===== config.mk =====
export PLATFORM = sky130hd
export DESIGN_NAME = dmac_channel_arbiter
export DESIGN_NICKNAME = d
export VERILOG_FILES = /design/src/rtl/dmac_channel_arbiter.sv
export SDC_FILE = /design/constraint.sdc
export NUM_CORES = 1
export LEC_CHECK = 0
export CORE_MARGIN = 8
export CORE_UTILIZATION = 45
export CTS_CLUSTER_SIZE = 8
export DETAILED_ROUTE_END_ITERATION = 16
export PLACE_DENSITY = 0.82
export SLEW_MARGIN = 15
export SYNTH_ARGS = -nofsm -noshare
export SYNTH_HDL_FRONTEND = slang
export SYNTH_SLANG_ARGS = --single-unit

===== constraint.sdc =====
create_clock -name clk -period 1.46 [get_ports clk]
set_input_delay 0.292 -clock clk [delete_from_list [all_inputs] [get_ports clk]]
set_output_delay 0.292 -clock clk [all_outputs]
set_load 0.01 [all_outputs]

===== src/rtl/dmac_channel_arbiter.sv =====
`default_nettype none
// ============================================================================
// Module      : dmac_channel_arbiter
// Description : Round-robin DMA channel arbiter and sequencer. Picks one
//               requesting peripheral, obtains the system bus, acknowledges
//               the peripheral, enables its channel engine and records the
//               completion/error status with a sticky interrupt.
// Revision    : 1.0 - initial release
// ============================================================================
module dmac_channel_arbiter #(
    parameter int NUM_CH = 2,
    parameter int CH_W   = $clog2(NUM_CH)
) (
    input  logic              clk,
    input  logic              rst,
    input  logic [NUM_CH-1:0] DmacReq,
    input  logic              Bus_Grant,
    input  logic              Ch_Done,
    input  logic              Ch_Error,
    input  logic              Int_Clr,
    output logic              Bus_Req,
    output logic [NUM_CH-1:0] ReqAck,
    output logic [NUM_CH-1:0] Ch_En,
    output logic [CH_W-1:0]   Ch_Sel,
    output logic              Ch_Hold,
    output logic              Interrupt,
    output logic [NUM_CH-1:0] Int_Status,
    output logic [NUM_CH-1:0] Err_Status
);

    typedef enum logic [2:0] {
        IDLE    = 3'd0,
        REQ_BUS = 3'd1,
        ACK     = 3'd2,
        ACTIVE  = 3'd3,
        DONE    = 3'd4
    } state_t;

    state_t            state;
    state_t            state_n;

    // Round-robin pointer: the channel served most recently.
    logic [CH_W-1:0]   last;
    logic [CH_W-1:0]   last_n;

    logic [CH_W-1:0]   rr_sel;
    logic              rr_found;
    logic [CH_W-1:0]   cand;

    logic              bus_req_n;
    logic [NUM_CH-1:0] ack_n;
    logic [NUM_CH-1:0] en_n;
    logic [CH_W-1:0]   sel_n;
    logic              done_set;
    logic              err_set;
    logic              irq_n;
    logic [NUM_CH-1:0] int_stat_n;
    logic [NUM_CH-1:0] err_stat_n;

    function automatic logic [NUM_CH-1:0] onehot(input logic [CH_W-1:0] idx);
        logic [NUM_CH-1:0] v;
        v      = '0;
        v[idx] = 1'b1;
        return v;
    endfunction

    // Stall the engine whenever it is enabled but the bus has been taken away.
    assign Ch_Hold = (|Ch_En) && !Bus_Grant;

    // Round-robin search: first requesting channel after the last served one.
    always_comb begin
        rr_sel   = last;
        rr_found = 1'b0;
        cand     = '0;
        for (int i = 1; i <= NUM_CH; i++) begin
            cand = CH_W'((int'(last) + i) % NUM_CH);
            if (!rr_found && DmacReq[cand]) begin
                rr_sel   = cand;
                rr_found = 1'b1;
            end
        end
    end

    // Next-state and next-output logic; everything holds unless a state acts.
    always_comb begin
        state_n   = state;
        bus_req_n = Bus_Req;
        ack_n     = '0;
        en_n      = Ch_En;
        sel_n     = Ch_Sel;
        last_n    = last;
        done_set  = 1'b0;
        err_set   = 1'b0;

        case (state)
            IDLE: begin
                if (rr_found) begin
                    sel_n     = rr_sel;
                    bus_req_n = 1'b1;
                    state_n   = REQ_BUS;
                end
            end
            REQ_BUS: begin
                // Selection is frozen here; only a withdrawal or grant moves on.
                if (!DmacReq[Ch_Sel]) begin
                    bus_req_n = 1'b0;
                    state_n   = IDLE;
                end else if (Bus_Grant) begin
                    ack_n   = onehot(Ch_Sel);
                    en_n    = onehot(Ch_Sel);
                    state_n = ACK;
                end
            end
            ACK: begin
                state_n = ACTIVE;
            end
            ACTIVE: begin
                if (Ch_Done || Ch_Error) begin
                    done_set  = Ch_Done;
                    err_set   = Ch_Error;
                    en_n      = '0;
                    bus_req_n = 1'b0;
                    last_n    = Ch_Sel;
                    state_n   = DONE;
                end
            end
            DONE: begin
                state_n = IDLE;
            end
            default: begin
                // Corrupted encoding: drop the bus and any enable, restart.
                en_n      = '0;
                bus_req_n = 1'b0;
                state_n   = IDLE;
            end
        endcase

        // A set event in the same cycle as a clear takes precedence.
        int_stat_n = (Int_Clr ? '0 : Int_Status) | (done_set ? onehot(Ch_Sel) : '0);
        err_stat_n = (Int_Clr ? '0 : Err_Status) | (err_set  ? onehot(Ch_Sel) : '0);
        irq_n      = (Int_Clr ? 1'b0 : Interrupt) | done_set | err_set;
    end

    // State register.
    always_ff @(posedge clk or posedge rst) begin
        if (rst) begin
            state <= IDLE;
        end else begin
            state <= state_n;
        end
    end

    // Registered outputs, status flags and round-robin pointer.
    always_ff @(posedge clk or posedge rst) begin
        if (rst) begin
            Bus_Req    <= 1'b0;
            ReqAck     <= '0;
            Ch_En      <= '0;
            Ch_Sel     <= '0;
            Interrupt  <= 1'b0;
            Int_Status <= '0;
            Err_Status <= '0;
            last       <= CH_W'(NUM_CH - 1);
        end else begin
            Bus_Req    <= bus_req_n;
            ReqAck     <= ack_n;
            Ch_En      <= en_n;
            Ch_Sel     <= sel_n;
            Interrupt  <= irq_n;
            Int_Status <= int_stat_n;
            Err_Status <= err_stat_n;
            last       <= last_n;
        end
    end

endmodule
`default_nettype wire


==> flow_summary.json, run 1 <==
{
  "clock.fmax_mhz": 744,
  "end_kind": "register",
  "wl_per_cell_um": 14.3,
  "coreArea_um2": 1520,
  "synth_top_family_by_area": "simple AND/OR/NAND/NOR gates",
  "yosysWarnings": 0,
  "p_switching_mw": 0.597,
  "viasPerCell": 5.40,
  "tightest_slew_ns": 0.416,
  "yosys-top-cells-count": "14 x dfrtp_1, 9 x inv_1, 6 x nand2_1, 6 x o21ai_0, 4 x nor2_1",
  "p_comb_share_pct": 43.1,
  "nNetsFinal": 112,
  "routed-wl-met2_um": 844,
  "cts_tree": "built",
  "wl_um": 1700,
  "synth_top_area_share_pct": 47.1,
  "via_count": 643,
  "top_layer_used": "met4",
  "outcome": "complete, no violations",
  "crit_chain": "and3b_1 -> o21ai_2 -> mux2_4",
  "grt_setup_unrepaired": "false",
  "muxShareOfSynthArea_pct": 4.87,
  "max_slew_margin_pct": 72.0,
  "clockPowerShare_pct": 14.5,
  "start_util_pct": 48.9,
  "synthArstFlopShare_pct": 100,
  "synth-seq-area-share_pct": 50.6,
  "fin_setup_tns_ns": 0,
  "ys_seq_elements": 15,
  "drc_errors": 0,
  "yosys.area_share.simple_pct": 20.0,
  "die_x_um": 56.7,
  "h-tree-depth": 1,
  "drv_cap": 0,
  "finalCritPeriodShare_pct": 92.1,
  "power_density_nw_per_um2": 1600,
  "layout-drive-gt1-share_pct": 19.4,
  "path_clk_slew_ns": 0.09,
  "clk-insertion-delay-late_ns": 0.28,
  "min_path_type": "primary input to asynchronous set/reset pin",
  "grt.total_usage_pct": 10.8,
  "p_leak_nw": 0.521,
  "start_kind": "register",
  "syn_area_um2": 744,
  "netlist_instances": 75,
  "yosys.area.top_type": "dfrtp_1",
  "synth.area.top_cells": "dfrtp_1 47%, inv_1 4.5%, o21ai_0 4.0%, dfstp_2 3.5%, nand2_1 3.0%",
  "synth_fp_nets": 83,
  "synth_edf_count": 0,
  "grt_pass1_wl_um": 2810,
  "swShare_pct": 37.1,
  "ys_types": 31,
  "diodes": 0,
  "first_iter_violations": 23,
  "wl_met3_um": 103,
  "crit_buf_inv": 0,
  "wl_met1_um": 739,
  "cts-root-buf": "clkbuf_4",
  "io_pins": 20,
  "synth_flop_cell": "dfrtp_1",
  "path_max_fanout": 10,
  "port_buffers": 19,
  "cp_slowest_cell": "dfrtp_1",
  "crit_type": "register to register",
  "crit_required_ns": 1.67,
  "finalHoldViolCount": 0,
  "numCtsBuffers": 3,
  "core.rowCount": 14,
  "max_stage_delay_ns": 0.53,
  "period_minus_slack_ns": 1.34,
  "hpwl_um": 1250,
  "gp_congestion": 0.859,
  "finalClockSkew_ns": 0.00525,
  "final_core_util_pct": 66.3,
  "crit_family": "flip-flops",
  "finalPower_mw": 1.61,
  "overflow": 0,
  "syn_avg_cell_area_um2": 9.93,
  "p_int_mw": 1.02,
  "slew_viol_final": 0,
  "holdWs_ns": 0.297,
  "synth_xor_area_share_pct": 0,
  "antenna_found_initial": 0,
  "fillers": 121,
  "ctsLongestPathBuffers": 2,
  "yosysMostFrequentCell": "dfrtp_1",
  "dieArea_um2": 3210,
  "synthAdderAreaFrac_pct": 0,
  "power_frac_seq_pct": 42.3,
  "grt_pass1_vias": 596,
  "vdd.ir_drop.worst_mv": 1.03,
  "cts_sinks": 15,
  "dr.pass1.iters": 4,
  "area_growth_pct": 35.6,
  "finalSetupViolCount": 0,
  "synth-compound-area-share_pct": 15.8,
  "grt_max_degree": 16,
  "ant_nets": 0,
  "crit_arrival_ns": 1.56,
  "die_h_um": 56.7
}
[final cells by class]
cell class | instances | area, um2 | share of cell area, %
clock buffers | 4 | 26.3 | 2.60
well taps | 16 | 20.0 | 1.98
repair buffers | 28 | 246 | 24.4
multi-input cells | 47 | 305 | 30.2
flip-flops and latches | 15 | 378 | 37.4
inverters | 9 | 33.8 | 3.35
[placed cells by master, fill, tap and decap left out, types with 2 or more instances in the layout]
master	instances
clkdlybuf4s50_1	7
inv_1	9
nand2_1	6
clkbuf_4	3
nor2_1	3
o22ai_1	2
dlymetal6s2s_1	2
nand3_1	3
o21ai_0	6
nor3_1	2
buf_4	9
a21oi_1	2
o211ai_1	3
dfrtp_1	13
nand4_1	3
dlygate4sd2_1	9
[power groups by stage]
| stage | clock network, mW | logic (mW) | registers [mW] |
|---|---|---|---|
| global route | 0.258 | 0.763 | 0.701 |
| floorplan | 0 | 0.435 | 0.681 |
| finish | 0.234 | 0.696 | 0.683 |
| detailed placement | 0 | 0.696 | 0.710 |
| global placement | 0 | 0.687 | 0.701 |
| CTS | 0.238 | 0.703 | 0.679 |
[final timing paths]
kind / end / depth (start not counted) / start / slack (ns)
worst min register to register: Err_Status[1] / 2 / Err_Status[1] / 0.52
min in group clk: Err_Status[1] / 2 / Err_Status[1] / 0.52
max in group asynchronous: last / 3 / rst / 0.92
worst max-delay path: last / 3 / state[1] / 0.12
worst max register to register: last / 3 / state[1] / 0.12
worst min-delay path: Int_Status[1] / 3 / rst / 0.30
[stage by stage]
| stage | worst slack [ns] | cell area (um2) | cells |
|---|---|---|---|
| detailed placement | -0.190 | 976 | 113 |
| CTS | 0.0248 | 1010 | 119 |
| global placement | -0.190 | 976 | 113 |
| global route | 0.0589 | 1010 | 119 |
| finish | 0.115 | 1010 | 119 |
| floorplan | 0.203 | 744 | 75 |
[worst min-delay path, stage by stage]
cell and delay (ns):
clkdlybuf4s50_1 0.39, inv_1 0.05, buf_4 0.21
[layer usage]
layer	vias to the layer above	GRT usage, %
met5	-	0
met4	0	4.12
met3	2	4.27
met2	16	16.8
met1	303	13.1
li1	322	-
[sequential cells by signal, indices dropped and copies added, names as in the netlist]
name        cells
last            1
ReqAck          2
Interrupt       1
Ch_Sel          1
state           3
Ch_En           2
Bus_Req         1
Err_Status      2
Int_Status      2
[timing repair]
item / 4_1_cts / 5_1_grt
pin swaps: 0 / 1
gates resized for setup: 11 / 5
setup endpoints to repair: 10 / 3
buffers inserted: 2 / 0
hold buffers: 0 / 0
[kinds of logic (layout without fill, tap and decap cells)]
family          Yosys count  after routing
compound gates           18             18
flops                    15             15
mux                       3              3
simple gates             26             26
buf+inv                  13             41
Power figures use the tool's default switching activity.
==> inputs of run 2 (changes only) <==
==> constraint.sdc (replaced) <==
create_clock -name clk -period 1.7 [get_ports clk]
set_input_delay 0.34 -clock clk [delete_from_list [all_inputs] [get_ports clk]]
set_output_delay 0.34 -clock clk [all_outputs]
set_load 0.01 [all_outputs]
==> flow_summary.json, run 2 (synthesized netlist as in run 1, its figures left out) <==
{
  "fillers": 123,
  "start_kind": "register",
  "grt_setup_unrepaired": "false",
  "hold_buffers": 0,
  "hpwl_um": 1320,
  "start_util_pct": 48.9,
  "path_max_fanout": 7,
  "cts_resized": 1,
  "placed_cells": 111,
  "tightest_slew_ns": 0.539,
  "grt_use_met1_pct": 13.3,
  "die_x_um": 56.7,
  "p_leak_nw": 0.436,
  "crit_chain": "clkdlybuf4s50_1",
  "crit_buf_inv": 1,
  "port_buffers": 19,
  "final_core_util_pct": 64.8,
  "drv_cap": 0,
  "dieArea_um2": 3210,
  "final_cell_mix": "18 x clkdlybuf4s50_1, 13 x dfrtp_1, 9 x inv_1, 6 x o21ai_0, 6 x nand2_1",
  "use_met3_pct": 3.60,
  "end_kind": "output port",
  "clk-insertion-delay-late_ns": 0.28,
  "finalPower_mw": 1.43,
  "cts_setup_buffers": 0,
  "vdd.ir_drop.worst_mv": 0.675,
  "path_clk_slew_ns": 0.08,
  "slew_viol_final": 0,
  "dr.pass1.iters": 4,
  "crit_arrival_ns": 1.29,
  "fin_setup_tns_ns": 0,
  "antenna_found_initial": 0,
  "final_area_um2": 987,
  "grt_max_degree": 16,
  "finalCritPeriodShare_pct": 95.7,
  "crit_required_ns": 1.36,
  "ctsLongestPathBuffers": 2,
  "ant_nets": 0,
  "nNetsFinal": 108,
  "coreArea_um2": 1520,
  "core.rowCount": 14,
  "cp_slowest_cell": "clkdlybuf4s50_1",
  "h-tree-depth": 1,
  "grt-busiest-layer": "met2",
  "finalClockSkew_ns": 0.00279,
  "first_iter_violations": 31,
  "crit_type": "register to output port",
  "min_path_type": "primary input to asynchronous set/reset pin",
  "largest_register_ffs": 3,
  "gp_congestion": 0.868,
  "outcome": "complete, no violations",
  "grtUsageMet2_pct": 17.9,
  "viasPerCell": 5.61,
  "wl_um": 1790,
  "finalSetupViolCount": 0,
  "max_slew_margin_pct": 64.0,
  "final_common_cell": "clkdlybuf4s50_1",
  "place_area_um2": 961,
  "diodes": 0,
  "finalHoldViolCount": 0,
  "max_stage_delay_ns": 0.56,
  "regMostFlops": "state",
  "pre_cts_ws_ns": -0.0749,
  "clock.fmax_mhz": 615,
  "timing.final.ws_setup_ns": 0.0732,
  "grt_pass1_wl_um": 3000,
  "area_growth_pct": 32.6,
  "layout-drive-gt1-share_pct": 14.1,
  "cts_tree": "built",
  "overflow": 0,
  "die_h_um": 56.7,
  "period_minus_slack_ns": 1.63,
  "power_density_nw_per_um2": 1450,
  "wl_per_cell_um": 15.6,
  "fin_cells": 115,
  "drc_errors": 0,
  "grt.total_usage_pct": 11.3,
  "cts-root-buf": "clkbuf_4",
  "cts_sinks": 15,
  "via_count": 645,
  "numCtsBuffers": 3,
  "grt_pass1_vias": 671,
  "io_pins": 20,
  "holdWs_ns": 0.392,
  "crit_family": "buffers and inverters"
}
run 2: cell count changes in the layout (fill, tap and decap cells not counted), sizes merged:
cell | before | now
buf | 9 | 5
clkdlybuf4s50 | 7 | 18
dlymetal6s2s | 2 | 0
dlygate4sd2 | 9 | 1
clkbuf | 5 | 4
run 2: path summary, 6_finish.rpt:
path | startpoint | end | slack (ns) | cells after the start
min | rst | Int_Status[1] | 0.39 | 2
max in group asynchronous | rst | Ch_Sel | 0.92 | 2
min in group clk | Int_Status[1] | Int_Status[1] | 0.53 | 2
max | Ch_Sel | Ch_Sel | 0.07 | 1
max reg2reg | state[1] | last | 0.34 | 3
min reg2reg | Int_Status[1] | Int_Status[1] | 0.53 | 2
run 2: final cells by class:
class | instances | area (um2) | share of cell area [%]
clock buffers | 4 | 26.3 | 2.66
repair buffers | 24 | 226 | 22.9
inverters | 9 | 33.8 | 3.42
well taps | 16 | 20.0 | 2.03
flip-flops and latches | 15 | 378 | 38.3
multi-input cells | 47 | 303 | 30.7
run 2: routing by layer:
layer	wire, um	part of all wire, %
met1	767	43
met2	895	50
met3	84	4.7
met4	44	2.5
met5	0	0
run 2: power by group:
part	switching, mW	internal (mW)
Clock	0.107	0.0911
Sequential	0.139	0.479
Combinational	0.276	0.336
Total	0.521	0.906
